[src/rtl/spi_frame_tx.sv]
// Frame serialiser toward the RP2350 SPI master: one-deep holding buffer, status header
// {fresh, drop, seq[5:0]} followed by NUM_CH channel words, SCK/CS oversampled on clk.
module spi_frame_tx #(
  parameter int DATA_W = 16,
  parameter int NUM_CH = 1,
  parameter bit CPOL   = 1'b0,
  parameter bit CPHA   = 1'b0
) (
  input  logic                     clk,
  input  logic                     rst_n,
  input  logic [NUM_CH*DATA_W-1:0] frame_data,
  input  logic                     frame_valid,
  input  logic                     rpi_sck,
  input  logic                     rpi_cs,
  output logic                     rpi_miso,
  output logic                     busy,
  output logic                     drop_pulse
);

  localparam int PAY_W   = NUM_CH * DATA_W;
  localparam int FRAME_W = 8 + PAY_W;
  localparam int CNT_W   = $clog2(FRAME_W + 1);
  localparam logic [CNT_W-1:0] CNT_ONE  = 1;
  localparam logic [CNT_W-1:0] CNT_FULL = CNT_W'(FRAME_W);
  localparam logic [CNT_W-1:0] CNT_LAST = CNT_W'(FRAME_W - 1);

  typedef enum logic [1:0] {IDLE, SHIFT, WAIT_CS} state_t;

  state_t               state_q, state_d;
  logic                 sck_p0, sck_p1, sck_p2;
  logic                 cs_p0, cs_p1, cs_p2;
  logic                 lead, trail, cs_fall, cs_rise;
  logic [PAY_W-1:0]     hold_q, last_q;
  logic [5:0]           hold_seq_q, last_seq_q, seq_q;
  logic                 hold_full_q, drop_flag_q;
  logic [FRAME_W-1:0]   shift_reg_q, load_frame;
  logic [CNT_W-1:0]     bit_cnt_q, cnt_d;
  logic                 load, shift_en, miso_d, fresh_load, drop_evt;

  // Synchroniser stages; CS flops reset low so a CS already low at reset release
  // produces no falling edge until it has been seen high.
  always_ff @(posedge clk or negedge rst_n) begin
    if (!rst_n) begin
      sck_p0 <= CPOL;
      sck_p1 <= CPOL;
      sck_p2 <= CPOL;
      cs_p0  <= 1'b0;
      cs_p1  <= 1'b0;
      cs_p2  <= 1'b0;
    end else begin
      sck_p0 <= rpi_sck;
      sck_p1 <= sck_p0;
      sck_p2 <= sck_p1;
      cs_p0  <= rpi_cs;
      cs_p1  <= cs_p0;
      cs_p2  <= cs_p1;
    end
  end

  assign lead    = (sck_p1 ^ CPOL) & ~(sck_p2 ^ CPOL);
  assign trail   = ~(sck_p1 ^ CPOL) & (sck_p2 ^ CPOL);
  assign cs_fall = ~cs_p1 & cs_p2;
  assign cs_rise = cs_p1 & ~cs_p2;

  assign load_frame = hold_full_q ? {1'b1, drop_flag_q, hold_seq_q, hold_q}
                                  : {1'b0, drop_flag_q, last_seq_q, last_q};
  assign fresh_load = load & hold_full_q;
  // A frame arriving in a fresh-load cycle lands in a buffer that is being emptied.
  assign drop_evt   = frame_valid & hold_full_q & ~fresh_load;

  always_comb begin
    state_d  = state_q;
    load     = 1'b0;
    shift_en = 1'b0;
    miso_d   = rpi_miso;
    cnt_d    = bit_cnt_q;
    case (state_q)
      IDLE: begin
        miso_d = 1'b1;
        if (cs_fall) begin
          state_d = SHIFT;
          load    = 1'b1;
          cnt_d   = '0;
          if (!CPHA) miso_d = load_frame[FRAME_W-1];
        end
      end
      SHIFT: begin
        if (cs_rise) begin
          state_d = IDLE;
          miso_d  = 1'b1;
        end else if (!CPHA && trail) begin
          shift_en = 1'b1;
          cnt_d    = bit_cnt_q + CNT_ONE;
          if (bit_cnt_q == CNT_LAST) begin
            state_d = WAIT_CS;
            miso_d  = 1'b1;
          end else begin
            miso_d = shift_reg_q[FRAME_W-2];
          end
        end else if (CPHA && lead && bit_cnt_q != CNT_FULL) begin
          shift_en = 1'b1;
          cnt_d    = bit_cnt_q + CNT_ONE;
          miso_d   = shift_reg_q[FRAME_W-1];
        end else if (CPHA && trail && bit_cnt_q == CNT_FULL) begin
          state_d = WAIT_CS;
          miso_d  = 1'b1;
        end
      end
      WAIT_CS: begin
        miso_d = 1'b1;
        if (cs_rise) state_d = IDLE;
      end
      default: begin
        state_d = IDLE;
        miso_d  = 1'b1;
      end
    endcase
  end

  // Control and serial-output stage
  always_ff @(posedge clk or negedge rst_n) begin
    if (!rst_n) begin
      state_q     <= IDLE;
      bit_cnt_q   <= '0;
      rpi_miso    <= 1'b1;
      shift_reg_q <= '1;
      drop_pulse  <= 1'b0;
      hold_full_q <= 1'b0;
      drop_flag_q <= 1'b0;
      seq_q       <= '0;
      last_q      <= '0;
      last_seq_q  <= '0;
    end else begin
      state_q     <= state_d;
      bit_cnt_q   <= cnt_d;
      rpi_miso    <= miso_d;
      drop_pulse  <= drop_evt;
      hold_full_q <= frame_valid | (hold_full_q & ~fresh_load);
      drop_flag_q <= drop_evt | (drop_flag_q & ~fresh_load);
      if (frame_valid) seq_q <= seq_q + 6'd1;
      if (load) shift_reg_q <= load_frame;
      else if (shift_en) shift_reg_q <= {shift_reg_q[FRAME_W-2:0], 1'b1};
      if (fresh_load) begin
        last_q     <= hold_q;
        last_seq_q <= hold_seq_q;
      end
    end
  end

  // Holding-buffer data stage; contents are qualified by hold_full_q
  always_ff @(posedge clk) begin
    if (frame_valid) begin
      hold_q     <= frame_data;
      hold_seq_q <= seq_q;
    end
  end

  assign busy = (state_q != IDLE);

endmodule
[config.mk]
export PLATFORM = sky130hd
export DESIGN_NAME = spi_frame_tx
export DESIGN_NICKNAME = d
export VERILOG_FILES = /design/src/rtl/spi_frame_tx.sv
export SDC_FILE = /design/constraint.sdc
export NUM_CORES = 1
export LEC_CHECK = 0
export CORE_ASPECT_RATIO = 1.25
export CORE_MARGIN = 4
export CORE_UTILIZATION = 55
export CTS_CLUSTER_DIAMETER = 80
export DETAILED_ROUTE_END_ITERATION = 10
export GPL_TIMING_DRIVEN = 1
export HOLD_SLACK_MARGIN = 0.02
export PLACE_DENSITY = 0.75
export SLEW_MARGIN = 20
export SYNTH_ARGS = -nofsm -noshare
export SYNTH_HDL_FRONTEND = slang
export SYNTH_SLANG_ARGS = --single-unit
export TNS_END_PERCENT = 20
[constraint.sdc]
create_clock -name clk -period 2.2 [get_ports clk]
set_clock_uncertainty 0.15 [all_clocks]
set_input_delay 0.22 -clock clk [delete_from_list [all_inputs] [get_ports clk]]
set_output_delay 0.22 -clock clk [all_outputs]
set_load 0.01 [all_outputs]
==> impl_results.md, run 1 <==
- Clock sink total: 90
- Inserted Clock Buffers: 9
- Peak VDD IR: 0.601 mV
- Iter 0 DRT Violations: 149
- Via/cell ratio: 5.40
- Layout cells sized above 1: 24.1%
- Post-Route WL: 6.17 mm
- Largest net degree at the start of global routing: 69
- GRT Util Overall: about 17%
- Slew HR: 67.7%
- Total power: 4.69 mW
- Initial core utilization: 57.3%
- Antenna cells: 0
- Yosys Warn Count: 0
- Synth unique cells: 40
- Worst hold slack: about 0.15 ns
- Critical Path Source Type: flop
- Grt ovf: 0
- Row count: 33
- Clk pin slew, worst setup/hold paths: roughly 0.090 ns
- Power Density: 1080 nW/um2
- Most used flip-flop cell after synthesis: dfrtp_1
- Unrepaired setup endpoints after global routing: false
- FF+latch count, synth: 90
- Setup TNS Final: 0 ns
- Status: finished clean
- Pre-antenna DRT Iters: 4
- Clk_lat worst skew: 0.35 ns
- Hold violation count in the final report: 0
- Pre-CTS WS: roughly 0.29 ns
- GP Congestion: ~0.69
- Root Buffer: clkbuf_8
- Post-synth ARST share: 75.6%
- Post-synth EDFFs: 22
- Post-CTS resize count: 0
- Worst Slack Setup Final: around 0.22 ns
- Gate Count Post-Synth: 292
- # nets final: ~350
- Vias in the first global route: 2238
- DIE AREA: 8330 um2
- Worst EP arrival: ~1.6 ns
- CP Class: flop to output port
- Worst Path Required: 1.83 ns
- Clock Path Buffers: 2
- Chip height: ~100 um
- Routed Antenna Nets: 0
- Leak: 1.91 nW
- Port Buf Inserts: 23
- Max Used Layer: met4
- Setup violators final: 0
- Core area: 6650 um2
- Fill cells: 522
- Max-cap check violation count: 0
- Fin crit share: 89.9%
- Slew @ Worst Pin: 0.483 ns
- Post-CTS setup buffer count: 0
- Post-route non-filler standard cell count: 415
- Drt drc: 0
- Met1 WL: 2.94 mm
- Mapped cell area: 3810 um2
- Routed len/inst: 14.9 um
- Global-route wire length before repair: 10.5 mm
- Sequential cell area: 2390 um2
- Synthesized area per cell: 13.0 um2
- Inst Count DP: 398
- Area grow syn2layout: 13.9%
- WL met2: 2.92 mm
- Fin. max-slew vios: 0
- Crit path time final: around 2.0 ns
- Io pins: 24
- Number of antenna violations at the first check in global routing: 0
- Vias: 2242
- CTS tree: built
- Metal3 WL: 188 um
- Min-delay worst type: input port to flop
- Setup crit end kind: output port
- Die X: between 80 and 90 um
- Footprint of the multi-input gates: 1300 um2
- Syn nets: 315
- Peak Freq: roughly 500 MHz
- Crit-path max FO: 7
- H-tree depth: 3
- Sequential fraction of the synthesis area: a little over three fifths
- HPWL Detailed: 4.04 mm
- CTS hold repair buffers: 1
==> per-stage QoR <==
step                      area (um2)  util (%)
after detailed placement        4150      62.5
after global placement          4150      62.5
after global routing            4340      65.2
after CTS                       4340      65.2
final                           4340      65.2
after floorplan                 3810         -
==> worst paths after layout <==
check	from	to	slack [ns]	cells after the start
max reg2reg	state_q[0]$_DFFE_PN0P_	shift_reg_q[14]$_DFFE_PN1P_	0.26	5
max in group asynchronous	rst_n	shift_reg_q[14]$_DFFE_PN1P_	1.29	3
min	rpi_sck	sck_p0$_DFF_PN0_	0.15	1
min reg2reg	sck_p0$_DFF_PN0_	sck_p1$_DFF_PN0_	0.21	0
max	state_q[0]$_DFFE_PN0P_	busy	0.22	2
min in group asynchronous	rst_n	drop_pulse$_DFF_PN0_	0.25	3
==> sequential cells by signal, indices dropped and copies added (netlist names) <==
signal / count
shift_reg_q: 23
hold_q: 16
last_q: 16
hold_seq_q: 6
last_seq_q: 6
seq_q: 6
bit_cnt_q: 5
state_q: 2
cs_p0: 1
cs_p1: 1
cs_p2: 1
drop_flag_q: 1
drop_pulse: 1
hold_full_q: 1
rpi_miso: 1
sck_p0: 1
sck_p1: 1
sck_p2: 1
==> logic make-up (layout without fill, tap and decap cells) <==
group	after synthesis	after routing	share of synthesized area [%]
mux	46	46	14.8
flops	90	90	62.8
fa+ha+maj	2	2	0.657
buf+inv	18	54	2.99
xor+xnor	6	6	1.38
compound gates	58	58	8.38
simple gates	72	72	8.97
==> report_power, final <==
group | leakage [nW] | internal (mW) | switching [mW]
Combinational | 0.827 | 0.559 | 0.405
Sequential | 0.995 | 2.39 | 0.322
Clock | 0.0880 | 0.419 | 0.595
Total | 1.91 | 3.36 | 1.32
==> layout make-up <==
| class | instances | share of cell area [%] |
|---|---|---|
| inverter | 2 | 0.173 |
| multi-input combinational | 184 | 30.0 |
| sequential | 90 | 55.2 |
| clock buffer | 9 | 2.86 |
| tap | 87 | 2.51 |
| clock inverter | 7 | 1.18 |
| timing repair buffer | 36 | 8.08 |
==> worst max-delay path, cell delays in order, from the launching register on <==
cell and delay (ns):
dfrtp_1 0.46, or2_2 0.33, clkdlybuf4s50_1 0.48
==> layer usage <==
layer,vias to the layer above,GRT usage [%]
met5,-,0
met4,0,8.31
met3,11,2.77
met2,37,24.6
met1,1101,23.6
li1,1093,-
==> cells in the mapped netlist, types with 5 or more instances <==
library cell	n	area share (%)
a21oi_1	24	3.2
buf_2	7	0.92
buf_6	5	1.5
dfrtp_1	44	29
dfstp_2	24	17
edfxtp_1	22	17
mux2_4	20	7.9
mux2i_1	23	6.0
nand2_1	26	2.6
nand3_1	5	0.66
nor2_1	25	2.5
o21ai_0	17	2.2
o21ai_1	8	1.1
==> layout by cell type, fill, tap and decap left out, types with 2 or more instances in the layout <==
cell type and n:
nand2b_1 2, buf_4 10, inv_6 3, mux2_2 3, clkbuf_8 9, xnor2_1 3, o21ai_0 17, a21o_1 2
a21oi_1 24, nand2_1 26, dfstp_2 24, clkdlybuf4s50_1 22, mux2_4 20, nand3_1 5, edfxtp_1 22, nor2_1 25
nand4_1 3, inv_1 2, o21ai_1 8, dfrtp_1 44, xor2_1 3, or3_1 2, mux2i_1 23, buf_12 2
ha_1 2
(Power assumes the default switching activity.)
==> inputs of run 2 (changes only) <==
Settings changed: CTS_CLUSTER_DIAMETER 80 to 150.
==> results of run 2 <==
The final DEF is identical to that of run 1; final timing and power are the same.
